===== config.mk =====
export PLATFORM = sky130hd
export DESIGN_NAME = aesl_deadlock_watchdog
export DESIGN_NICKNAME = d
export VERILOG_FILES = /design/src/rtl/aesl_deadlock_watchdog.sv
export SDC_FILE = /design/constraint.sdc
export NUM_CORES = 1
export LEC_CHECK = 0
export ABC_AREA = 0
export BUFFER_PORTS_ARGS = -buffer_cell sky130_fd_sc_hd__buf_2
export CAP_MARGIN = 25
export CORE_ASPECT_RATIO = 0.5
export CORE_MARGIN = 8
export CORE_UTILIZATION = 35
export CTS_CLUSTER_DIAMETER = 30
export CTS_CLUSTER_SIZE = 14
export DETAILED_ROUTE_END_ITERATION = 12
export GPL_TIMING_DRIVEN = 0
export PLACE_DENSITY_LB_ADDON = 0.12
export REMOVE_ABC_BUFFERS = 1
export SETUP_SLACK_MARGIN = 0.4
export SLEW_MARGIN = 20
export SYNTH_ARGS = -nofsm -noshare
export SYNTH_HDL_FRONTEND = slang
export SYNTH_SLANG_ARGS = --single-unit

===== constraint.sdc =====
create_clock -name kernel_monitor_clock -period 1.95 [get_ports kernel_monitor_clock]
set_input_delay 0.39 -clock kernel_monitor_clock [delete_from_list [all_inputs] [get_ports kernel_monitor_clock]]
set_output_delay 0.39 -clock kernel_monitor_clock [all_outputs]
set_load 0.02 [all_outputs]

===== src/rtl/aesl_deadlock_watchdog.sv =====
// Kernel deadlock watchdog: latches a block once every dataflow instance has sat
// idle-or-blocked, with an unchanged block vector, for THRESHOLD consecutive cycles.
module aesl_deadlock_watchdog #(
    parameter int N_INST    = 3,
    parameter int N_AXIS    = 1,
    parameter int THRESHOLD = 16,
    parameter int CNT_W     = 8
) (
    input  logic              kernel_monitor_clock,
    input  logic              kernel_monitor_reset,
    input  logic [N_AXIS-1:0] axis_block_sigs,
    input  logic [N_INST-1:0] inst_idle_sigs,
    input  logic [N_INST-1:0] inst_block_sigs,
    input  logic              clear,
    output logic              block,
    output logic              block_pulse,
    output logic [N_INST-1:0] block_inst_snap,
    output logic [N_AXIS-1:0] block_axis_snap,
    output logic [7:0]        event_count,
    output logic [1:0]        state
);

    typedef enum logic [1:0] {
        ST_IDLE    = 2'd0,
        ST_SUSPECT = 2'd1,
        ST_BLOCKED = 2'd2
    } fsm_t;

    localparam logic [CNT_W:0] THR = (CNT_W+1)'(THRESHOLD);

    fsm_t              state_q, state_next;
    logic [CNT_W-1:0]  cnt, cnt_next;
    logic [CNT_W:0]    cnt_inc;
    logic [N_INST-1:0] prev_blk;
    logic              cond;
    logic              detect;

    assign cond    = (&(inst_idle_sigs | inst_block_sigs)) &
                     ((|inst_block_sigs) | (|axis_block_sigs));
    assign cnt_inc = {1'b0, cnt} + 1'b1;

    always_comb begin
        state_next = state_q;
        cnt_next   = cnt;
        detect     = 1'b0;
        // clear outranks every transition, including a coincident detection
        if (clear) begin
            state_next = ST_IDLE;
            cnt_next   = '0;
        end else begin
            case (state_q)
                ST_IDLE: begin
                    if (cond) begin
                        cnt_next = CNT_W'(1);
                        if (THRESHOLD == 1) begin
                            state_next = ST_BLOCKED;
                            detect     = 1'b1;
                        end else begin
                            state_next = ST_SUSPECT;
                        end
                    end else begin
                        cnt_next = '0;
                    end
                end
                ST_SUSPECT: begin
                    if (!cond) begin
                        state_next = ST_IDLE;
                        cnt_next   = '0;
                    end else if (inst_block_sigs == prev_blk) begin
                        cnt_next = cnt_inc[CNT_W-1:0];
                        if (cnt_inc == THR) begin
                            state_next = ST_BLOCKED;
                            detect     = 1'b1;
                        end
                    end else begin
                        cnt_next = CNT_W'(1);
                    end
                end
                ST_BLOCKED: state_next = ST_BLOCKED;
                default: begin
                    state_next = ST_IDLE;
                    cnt_next   = '0;
                end
            endcase
        end
    end

    always_ff @(posedge kernel_monitor_clock or posedge kernel_monitor_reset) begin
        if (kernel_monitor_reset) begin
            state_q         <= ST_IDLE;
            cnt             <= '0;
            prev_blk        <= '0;
            block           <= 1'b0;
            block_pulse     <= 1'b0;
            block_inst_snap <= '0;
            block_axis_snap <= '0;
            event_count     <= '0;
        end else begin
            state_q     <= state_next;
            cnt         <= cnt_next;
            prev_blk    <= inst_block_sigs;
            block       <= (state_next == ST_BLOCKED);
            block_pulse <= detect;
            if (detect) begin
                block_inst_snap <= inst_block_sigs;
                block_axis_snap <= axis_block_sigs;
                if (event_count != 8'hFF) begin
                    event_count <= event_count + 8'd1;
                end
            end
        end
    end

    assign state = state_q;

endmodule


==> results of run 1 <==
-- where the power goes --
| group | internal [uW] | switching [uW] |
|---|---|---|
| sequential | 565 | 4.87 |
| clock | 147 | 179 |
| combinational | 38.7 | 46.4 |
-- final cells by class --
| type | instances | area, um^2 | share of cell area (%) |
|---|---|---|---|
| repair buffers | 51 | 367 | 18.6 |
| inverters | 4 | 15.0 | 0.761 |
| clock buffers | 4 | 45.0 | 2.28 |
| flip-flops and latches | 27 | 679 | 34.5 |
| multi-input cells | 97 | 798 | 40.5 |
| well taps | 54 | 67.6 | 3.43 |
-- metrics by stage --
| step | power, uW | hold WS (ps) | setup slack, ps |
|---|---|---|---|
| 2_1_floorplan | 610 | 421 | -4.49 |
| 3_3_place_gp | 633 | 471 | -373 |
| 3_5_place_dp | 641 | 483 | -393 |
| 4_1_cts | 999 | 190 | 177 |
| 5_1_grt | 1020 | 227 | 90.0 |
| 6_report | 981 | 178 | 164 |
-- state kept, by name, indices dropped and copies added, names as in the netlist --
register,count
block_inst_snap,3
prev_blk,3
block,1
block_pulse,1
block_axis_snap,1
event_count,8
cnt,8
state,2
-- cells in the mapped netlist (4+ instances only) --
cell | n | area [um^2]
dfrtp_1 | 27 | 676
nand2_1 | 13 | 48.8
nand3_1 | 8 | 40.0
mux2_2 | 7 | 78.8
xnor2_1 | 7 | 61.3
nor2_1 | 6 | 22.5
o21ai_0 | 6 | 30.0
buf_2 | 4 | 20.0
inv_1 | 4 | 15.0
-- placed cells by master, fill, tap and decap left out, types with 4 or more instances in the layout --
| master | instances |
|---|---|
| buf_2 | 25 |
| dfrtp_1 | 24 |
| buf_4 | 18 |
| nand2_1 | 12 |
| xnor2_1 | 7 |
| buf_6 | 7 |
| mux2_2 | 6 |
| nand3_1 | 6 |
| nor2_1 | 5 |
| inv_1 | 4 |
| o21ai_1 | 4 |
-- logic make-up after synthesis --
family,after synthesis,share of synthesized area [%]
AND/OR/NAND/NOR,57,24.8
flip-flops,27,48.4
AO/OA/AOI/OAI,18,8.70
XOR/XNOR,10,6.28
buffers and inverters,10,3.59
multiplexers,8,6.37
adder cells (fa/ha/maj),2,1.79
-- metal layers --
metal  wire length, um  part of all wire (%)
met5                 0                     0
met3               282                   7.5
met2              1600                    43
met4                40                   1.1
met1              1830                    49
-- path summary, 6_finish.rpt --
kind	start	to	slack, ps	cells past startpoint
max	state[1]	event_count[7]	160	5
min	kernel_monitor_reset	block	180	2
max reg2reg	state[1]	event_count[7]	160	5
min reg2reg	event_count[5]	event_count[5]	490	1
max in group asynchronous	kernel_monitor_reset	cnt[5]	1270	3
min in group kernel_monitor_clock	inst_block_sigs[1]	prev_blk[1]	290	1
-- worst reg2reg max path, stage by stage (launching register included) --
cell and delay, ps:
dfrtp_1 410, nor2_2 130, or4b_4 560, nor3_1 200, nand3_1 110, mux2_2 270
-- timing repair --
item,in CTS,in global routing
cloned,2,0
endpoints found under the hold margin,0,0
buffers inserted,18,7
resized for setup,29,10
setup endpoints to repair,24,23
pin swaps,9,12
==> key figures, run 1 <==
Run status
  – Status: completed

Routing
  – WL/cell: roughly 16 um
  – Iteration-0 DRC count of the detailed router: between 70 and 80
  – First-pass iteration count of the detailed router: 4
  – Number of routed nets with antenna violations: 0
  – Via/cell ratio: approximately 5.3
  – Vias post-DR: 1247
  – Drt drc: 0
  – Wirelength, routed: 3760 um

STA
  – Final Max Tran Viols: 0
  – RSZ-0062 raised after global routing: true
  – Setup Skew: 3.06 ps
  – Tmin final: 1790 ps
  – Actual slew at the worst max-slew pin: 626 ps
  – Setup TNS: 0 ps
  – Maximum clock rate: 0.560 GHz
  – Relative slew slack: 58.2%
  – Final Hold Viols: 0
  – Final setup violation count: 0
  – Final worst-path cycle share: between 90% and 100%

Pwr
  – Peak VDD IR: 0.315 mV
  – Cell area power density: 497 nW/um^2
  – P_leak: approximately 0.00094 uW

Cells and area
  – Nets: 196
  – Final core occ: 51.0%
  – Fill cells: around 360
  – Final design instance area without fill: 1970 um^2
  – Layout area overhead: 41.3%
  – Ant diodes: 0
  – Layout cells sized above 1: between 40 and 50%
  – Non-Filler Instances: approximately 240

Critical path
  – Crit path buf inv count: 0
  – Worst setup EP type: register
  – Critical path class: reg2reg
  – Crit path DAT: 1950 ps
  – Highest-delay cell along the critical path: or4b_4
  – Crit-path cells: nor2_2 -> or4b_4 -> nor3_1 -> nand3_1 -> mux2_2
  – Critical Path Source Type: register
  – Data required time of the worst path: 2120 ps
  – CP Max Fanout: 7
  – Critical path's top delay family: simple AND/OR/NAND/NOR gates
  – Crit-path max cell delay: 560 ps

Logic synthesis
  – Total number of yosys warnings: 0
  – Seq cells post-synth: 27
  – Syn avg cell area: 10.6 um^2
  – Synth cell types: 39
  – Synth Flop Type: dfrtp_1
  – Post-synth EDFFs: 0
  – Post-Syn Instances: about 130
  – Synthesized cell area: 1400 um^2
  – Register area share after synthesis: 48.4%
  – Asr flop ratio synth: 100%

Die
  – IO Count: 26
  – Initial Utilization: 36.1%
  – Die Area: 6390 um^2
  – Core area: 3860 um^2
  – Height of the chip: 60.6 um
  – Row count: 16
  – Die X: 105 um

Global routing
  – First-pass GRT wire length: slightly below 6000 um
  – Met1 usage: ~16%
  – M2 GR Usage: 17.5%
  – Initial antenna violation count: 0
  – Largest net degree at the start of global routing: 15
  – GR peak layer: met2
  – Met3 Use GR: 3.81%
  – Via count of the first global-routing pass: 1190
  – GRT Util Overall: 11.5%
  – Grt total ovfl: 0

Hold path
  – HP Class: in2async

Clock tree
  – Htree depth: 1
  – Clock-pin slew on the worst setup and hold paths: around 90 ps
  – CTS buffer count: 3
  – Clk root buf: clkbuf_8
  – Post-CTS Hold Buffers: 0
  – Clock sink count: 27
  – CTS max path bufs: 2
  – Worst skew pair latency: ~270 ps
  – CTS tree: yes

Placement
  – IO Port Bufs: 25
  – Final Wtd Congestion: 0.847
  – Placed cells: 206
  – Placed Area: 1580 um^2
  – HPWL Detailed: 2170 um

Run
  – Max Cap Viol: 0
(Power assumes the default switching activity.)
==> run 2: changes to the inputs <==
Settings changed: MAX_ROUTING_LAYER from default to met4, SETUP_SLACK_MARGIN 0.4 to 0.2.
==> run 2 against run 1 <==
  * Clock power is essentially flat
  * Non-clock buffer count fell by 10
  * Critical path type unchanged
  * Worst hold slack hardly changed
  * Sequential cell count unchanged
  * Via count down 7.8%
==> key figures, run 2 (synthesized netlist as in run 1, its figures left out) <==
Run status
  – Status: completed (unchanged)

Critical path
  – Critical Path Source Type: register (unchanged)
  – CP Depth: 5 (unchanged)
  – R2r setup slk: 150 ps (was 160 ps)
  – Worst reg2reg path depth: 5 (unchanged)
  – Data required time of the worst path: 2120 ps (about the same)
  – Launching point of the worst reg2reg path: state[1] (unchanged)
  – Critical path's top delay family: simple AND/OR/NAND/NOR gates (unchanged)
  – Crit path buf inv count: 0 (unchanged)
  – CP Max Fanout: 7 (unchanged)
  – Crit path DAT: 1970 ps (was 1950 ps)
  – RR Endpoint: event_count[7] (unchanged)
  – Highest-delay cell along the critical path: or4b_4 (unchanged)
  – Critical path class: reg2reg (unchanged)
  – Worst setup EP type: register (unchanged)
  – Crit-path cells: nor2_2 -> or4b_4 -> nor3_2 -> nand3_1 -> mux2_2 (was nor2_2 -> or4b_4 -> nor3_1 -> nand3_1 -> mux2_2)
  – Crit-path max cell delay: 570 ps (was 560 ps)
  – Critical Path Start: state[1] (unchanged)

Placement
  – Placed Area: 1580 um^2 (unchanged)
  – Placed cells: 206 (unchanged)
  – HPWL Detailed: 2170 um (unchanged)
  – IO Port Bufs: 25 (unchanged)
  – Final Wtd Congestion: 0.861 (was 0.847)
  – Post-placement worst setup slack: -393 ps (unchanged)

Die
  – IO Count: 26 (unchanged)
  – Row count: 16 (unchanged)
  – Height of the chip: 60.6 um (unchanged)
  – Core area: 3860 um^2 (unchanged)
  – Initial Utilization: 36.1% (unchanged)
  – Die Area: 6390 um^2 (unchanged)
  – Die X: 105 um (unchanged)

STA
  – Final worst-path cycle share: 92.5% (was 91.6%)
  – Tmin final: 1800 ps (was 1790 ps)
  – Relative slew slack: 58.0% (was 58.2%)
  – Final setup violation count: 0 (unchanged)
  – Final Max Tran Viols: 0 (unchanged)
  – Final Hold Viols: 0 (unchanged)
  – Worst Hold Margin: 177 ps (was 178 ps)
  – RSZ-0062 raised after global routing: true (unchanged)
  – Setup ws final: 147 ps (was 164 ps)
  – Setup Skew: 3.22 ps (was 3.06 ps)
  – Maximum clock rate: 0.555 GHz (was 0.560 GHz)
  – Actual slew at the worst max-slew pin: 629 ps (was 626 ps)

Global routing
  – GRT Util Overall: 10.7% (was 11.5%)
  – Via count of the first global-routing pass: 1091 (was 1190)
  – First-pass GRT wire length: 5340 um (was 5870 um)
  – Initial antenna violation count: 0 (unchanged)
  – Largest net degree at the start of global routing: 15 (unchanged)
  – Grt total ovfl: 0 (unchanged)

Routing
  – Number of routed nets with antenna violations: 0 (unchanged)
  – WL/cell: 15.6 um (was 15.9 um)
  – Drt drc: 0 (unchanged)
  – Wirelength, routed: 3520 um (was 3760 um)
  – Iteration-0 DRC count of the detailed router: 71 (unchanged)
  – First-pass iteration count of the detailed router: 4 (unchanged)
  – Via/cell ratio: 5.09 (was 5.26)
  – Vias post-DR: 1150 (was 1247)

Cells and area
  – Non-Filler Instances: 226 (was 237)
  – Largest regs: cnt: 8 flops, event_count: 8 flops (unchanged)
  – Commonest non-fill, non-tap cells in the layout: buf_2, dfrtp_1, nand2_1, buf_4 (was buf_2, dfrtp_1, buf_4, nand2_1)
  – Layout cells sized above 1: 40.1% (was 46.4%)
  – Nets: 185 (was 196)
  – Commonest non-fill, non-tap cell in the layout: buf_2 (unchanged)
  – Fill cells: 379 (was 356)
  – Ant diodes: 0 (unchanged)
  – Layout area overhead: 30.8% (was 41.3%)
  – Final design instance area without fill: 1820 um^2 (was 1970 um^2)

Pwr
  – Cell area power density: 535 nW/um^2 (was 497 nW/um^2)
  – Total chip power: 975 uW (was 981 uW)
  – Peak VDD IR: 0.307 mV (was 0.315 mV)
  – P_leak: 0.000850 uW (was 0.000944 uW)

Clock tree
  – Clock-pin slew on the worst setup and hold paths: 100 ps (was 90 ps)
  – CTS max path bufs: 2 (unchanged)
  – CTS tree: yes (unchanged)
  – Clock sink count: 27 (unchanged)
  – Post-CTS Hold Buffers: 0 (unchanged)
  – Worst skew pair latency: 270 ps (about the same)
  – CTS buffer count: 3 (unchanged)
  – Clk root buf: clkbuf_8 (unchanged)
  – Htree depth: 1 (unchanged)

Run
  – Max Cap Viol: 0 (unchanged)

Hold path
  – HP Class: in2async (unchanged)
==> run 2: per-layer routing <==
metal	track usage, %	share of wire (%)	vias to the layer above
met5	-	0	-
met4	1.20	0.37	0
met3	3.28	4.7	2
met2	16.5	41	28
met1	13.8	54	559
li1	-	-	561
==> run 2: worst max-delay path by stage <==
stage	endpoint	slack, ps
after floorplan	block_axis_snap	-4
after global placement	block_inst_snap[1]	-370
after detailed placement	block_inst_snap[0]	-390
after CTS	event_count[7]	110
after global routing	cnt[7]	80
final	event_count[7]	150
==> run 2: stage by stage <==
stage / TNS (ps) / utilization (%)
2_1_floorplan: -18.0 / -
3_3_place_gp: -3800 / 40.2
3_5_place_dp: -4340 / 40.9
4_1_cts: 0 / 44.2
5_1_grt: 0 / 47.2
6_report: 0 / 47.2
==> run 2: final cells by class <==
type / count / area [um^2] / share of cell area [%]
inverter: 4 / 15.0 / 0.823
tap: 54 / 67.6 / 3.70
clock buffer: 4 / 45.0 / 2.47
multi-input combinational: 96 / 746 / 40.9
timing repair buffer: 41 / 270 / 14.8
sequential: 27 / 681 / 37.3
==> run 2: repair_timing <==
action / CTS / global route
gates resized for setup: 8 / 16
buffers inserted: 7 / 8
endpoints found under the setup margin: 23 / 17
pin swaps: 2 / 6
gates cloned: 0 / 1
endpoints found under the hold margin: 0 / 0
==> run 2: worst reg2reg max path: stages (launching register included) <==
cell     delay, ps
dfrtp_1        420
nor2_2         160
or4b_4         570
nor3_2         180
nand3_1        100
mux2_2         280
==> run 2: where the power goes <==
part           total [uW]  switching, uW  internal (uW)  leakage (uW)
logic                76.7           42.5           34.2      0.000471
registers             570           4.83            565      0.000357
clock network         328            182            147     0.0000228
==> run 3: changes to the inputs <==
Settings changed: CORE_UTILIZATION 35 to 30, RECOVER_POWER from default to 25, REMOVE_ABC_BUFFERS 1 to default.
==> run 3 against run 2 <==
  * Global-route usage decreased by 0.26 points
  * Cell area up 8.0%
  * Register-to-register slack got worse by 50 ps
  * Clock skew up 1.0 ps
  * Count of clock-buffer cells in the layout shrank 1
  * Sequential cell count did not move
  * Routed wire length is 3.0% higher
==> key figures, run 3 (synthesized netlist as in run 1, its figures left out) <==
Run status
  – Status: completed (unchanged)

Die
  – Initial Utilization: 31.4% (was 36.1%)
  – Die Area: 7220 um^2 (was 6390 um^2)
  – Core area: 4450 um^2 (was 3860 um^2)
  – Height of the chip: 64.2 um (was 60.6 um)
  – IO Count: 26 (unchanged)
  – Row count: 17 (was 16)
  – Die X: 112 um (was 105 um)

STA
  – Setup TNS: 0 ps (unchanged)
  – Final setup violation count: 0 (unchanged)
  – Actual slew at the worst max-slew pin: 736 ps (was 629 ps)
  – Tmin final: 1850 ps (was 1800 ps)
  – Relative slew slack: 50.9% (was 58.0%)
  – Final worst-path cycle share: 95.0% (was 92.5%)
  – Final Hold Viols: 0 (unchanged)
  – Setup Skew: 4.22 ps (was 3.22 ps)
  – Maximum clock rate: 0.540 GHz (was 0.555 GHz)
  – RSZ-0062 raised after global routing: true (unchanged)
  – Final Max Tran Viols: 0 (unchanged)

Critical path
  – CP Max Fanout: 5 (was 7)
  – Data required time of the worst path: 2120 ps (about the same)
  – Crit path DAT: 2020 ps (was 1970 ps)
  – Critical Path Source Type: register (unchanged)
  – Critical path class: reg2reg (unchanged)
  – Worst setup EP type: register (unchanged)

Cells and area
  – Commonest non-fill, non-tap cells in the layout: dfrtp_1, buf_2, buf_4, nand2_1, nand3_1 (was buf_2, dfrtp_1, nand2_1, buf_4)
  – Final core occ: 44.3% (was 47.2%)
  – Nets: 194 (was 185)
  – Final design instance area without fill: 1970 um^2 (was 1820 um^2)
  – Multi-input gate area in the final layout: 791 um^2 (was 746 um^2)
  – Non-Filler Instances: 238 (was 226)
  – Sequential cell area: 678 um^2 (was 681 um^2)
  – Layout cells sized above 1: 42.0% (was 40.1%)
  – Largest regs: cnt: 8 flops, event_count: 8 flops (unchanged)
  – Ant diodes: 0 (unchanged)
  – Commonest non-fill, non-tap cell in the layout: dfrtp_1 (was buf_2)
  – Layout area overhead: 41.3% (was 30.8%)
  – Fill cells: 424 (was 379)

Routing
  – WL/cell: 15.2 um (was 15.6 um)
  – Drt drc: 0 (unchanged)
  – Iteration-0 DRC count of the detailed router: 22 (was 71)
  – First-pass iteration count of the detailed router: 4 (unchanged)
  – Wirelength, routed: 3620 um (was 3520 um)
  – Vias post-DR: 1198 (was 1150)
  – Via/cell ratio: 5.03 (was 5.09)
  – Number of routed nets with antenna violations: 0 (unchanged)

Pwr
  – Cell area power density: 494 nW/um^2 (was 535 nW/um^2)
  – P_leak: 0.000918 uW (was 0.000850 uW)
  – Peak VDD IR: 0.234 mV (was 0.307 mV)

Placement
  – Placed cells: 215 (was 206)
  – HPWL Detailed: 2260 um (was 2170 um)
  – Placed Area: 1620 um^2 (was 1580 um^2)
  – IO Port Bufs: 25 (unchanged)
  – Final Wtd Congestion: 0.782 (was 0.861)

Global routing
  – Initial antenna violation count: 0 (unchanged)
  – Met1 usage: 13.6% (was 13.8%)
  – Via count of the first global-routing pass: 1212 (was 1091)
  – Met3 Use GR: 2.25% (was 3.28%)
  – GR peak layer: met2 (unchanged)
  – Largest net degree at the start of global routing: 16 (was 15)
  – Grt total ovfl: 0 (unchanged)
  – M2 GR Usage: 16.1% (was 16.5%)
  – First-pass GRT wire length: 5980 um (was 5340 um)
  – GRT Util Overall: 10.4% (was 10.7%)

Hold path
  – HP Class: in2async (unchanged)

Clock tree
  – CTS max path bufs: 2 (unchanged)
  – Clock-pin slew on the worst setup and hold paths: 100 ps (about the same)
  – Worst skew pair latency: 270 ps (about the same)
  – Post-CTS Hold Buffers: 0 (unchanged)
  – CTS buffer count: 3 (unchanged)
  – Clock sink count: 27 (unchanged)
  – Htree depth: 1 (unchanged)
  – CTS tree: yes (unchanged)
  – Clk root buf: clkbuf_8 (unchanged)

Logic synthesis
  – Synth Net Count: 144

Run
  – Max Cap Viol: 0 (unchanged)
## run 3: cell types whose count changed in the layout (fill, tap and decap cells not counted), moves of 2 or more
cell,change
nor2_4,+2
dfrtp_2,-2
dfrtp_1,+2
buf_2,-3
buf_4,+3
buf_6,+3
clkbuf_1,+3
buf_8,+2
## run 3: metrics by stage
stage               setup WS [ps]  power (uW)  hold slack, ps
finish                       97.7         973             162
global route                 29.8        1020             191
CTS                           120         981             186
detailed placement           -227         642             467
global placement             -230         638             468
floorplan                     156         614             421
## run 3: critical path, cell delays in order (launching register included)
cell	delay, ps
dfrtp_1	430
and3_4	200
buf_8	130
o2111ai_4	80
and4b_1	260
buf_6	140
nand4b_1	160
mux2_4	340
## run 3: path summary, 6_finish.rpt
path                                               from             end  slack, ps  depth (start not counted)
worst max-delay path                             cnt[1]  event_count[1]        100                          7
worst min-delay path               kernel_monitor_reset  event_count[5]        160                          2
worst max register to register                   cnt[1]  event_count[1]        100                          7
worst min register to register           event_count[5]  event_count[5]        490                          1
max in group asynchronous          kernel_monitor_reset        state[1]        700                          3
min in group kernel_monitor_clock    inst_block_sigs[2]     prev_blk[2]        310                          1
## run 3: area by class of cell
type	count	area share [%]
multi-input cells	96	40.1
well taps	57	3.62
plain buffers	6	4.25
flip-flops and latches	27	34.4
clock buffers	3	2.10
clock inverters	1	0.254
inverters	4	0.762
repair buffers	44	14.5
## run 3: metal layers
| metal | routed length (um) | vias up |
|---|---|---|
| met5 | 0 | - |
| met4 | 27 | 0 |
| met3 | 75 | 2 |
| met2 | 1730 | 26 |
| met1 | 1790 | 589 |
| li1 | - | 581 |
## run 3: power by group
group          internal, uW  total (uW)  switching, uW  leakage, uW
Sequential              565         570           4.63     0.000360
Combinational          38.7        81.0           42.3     0.000533
Clock                   143         322            179    0.0000255
## run 3: timing repair
action	4_1_cts	5_1_grt
setup endpoints to repair	20	19
buffers inserted	13	3
gates cloned	2	1
pin swaps	8	10
resized for setup	21	18
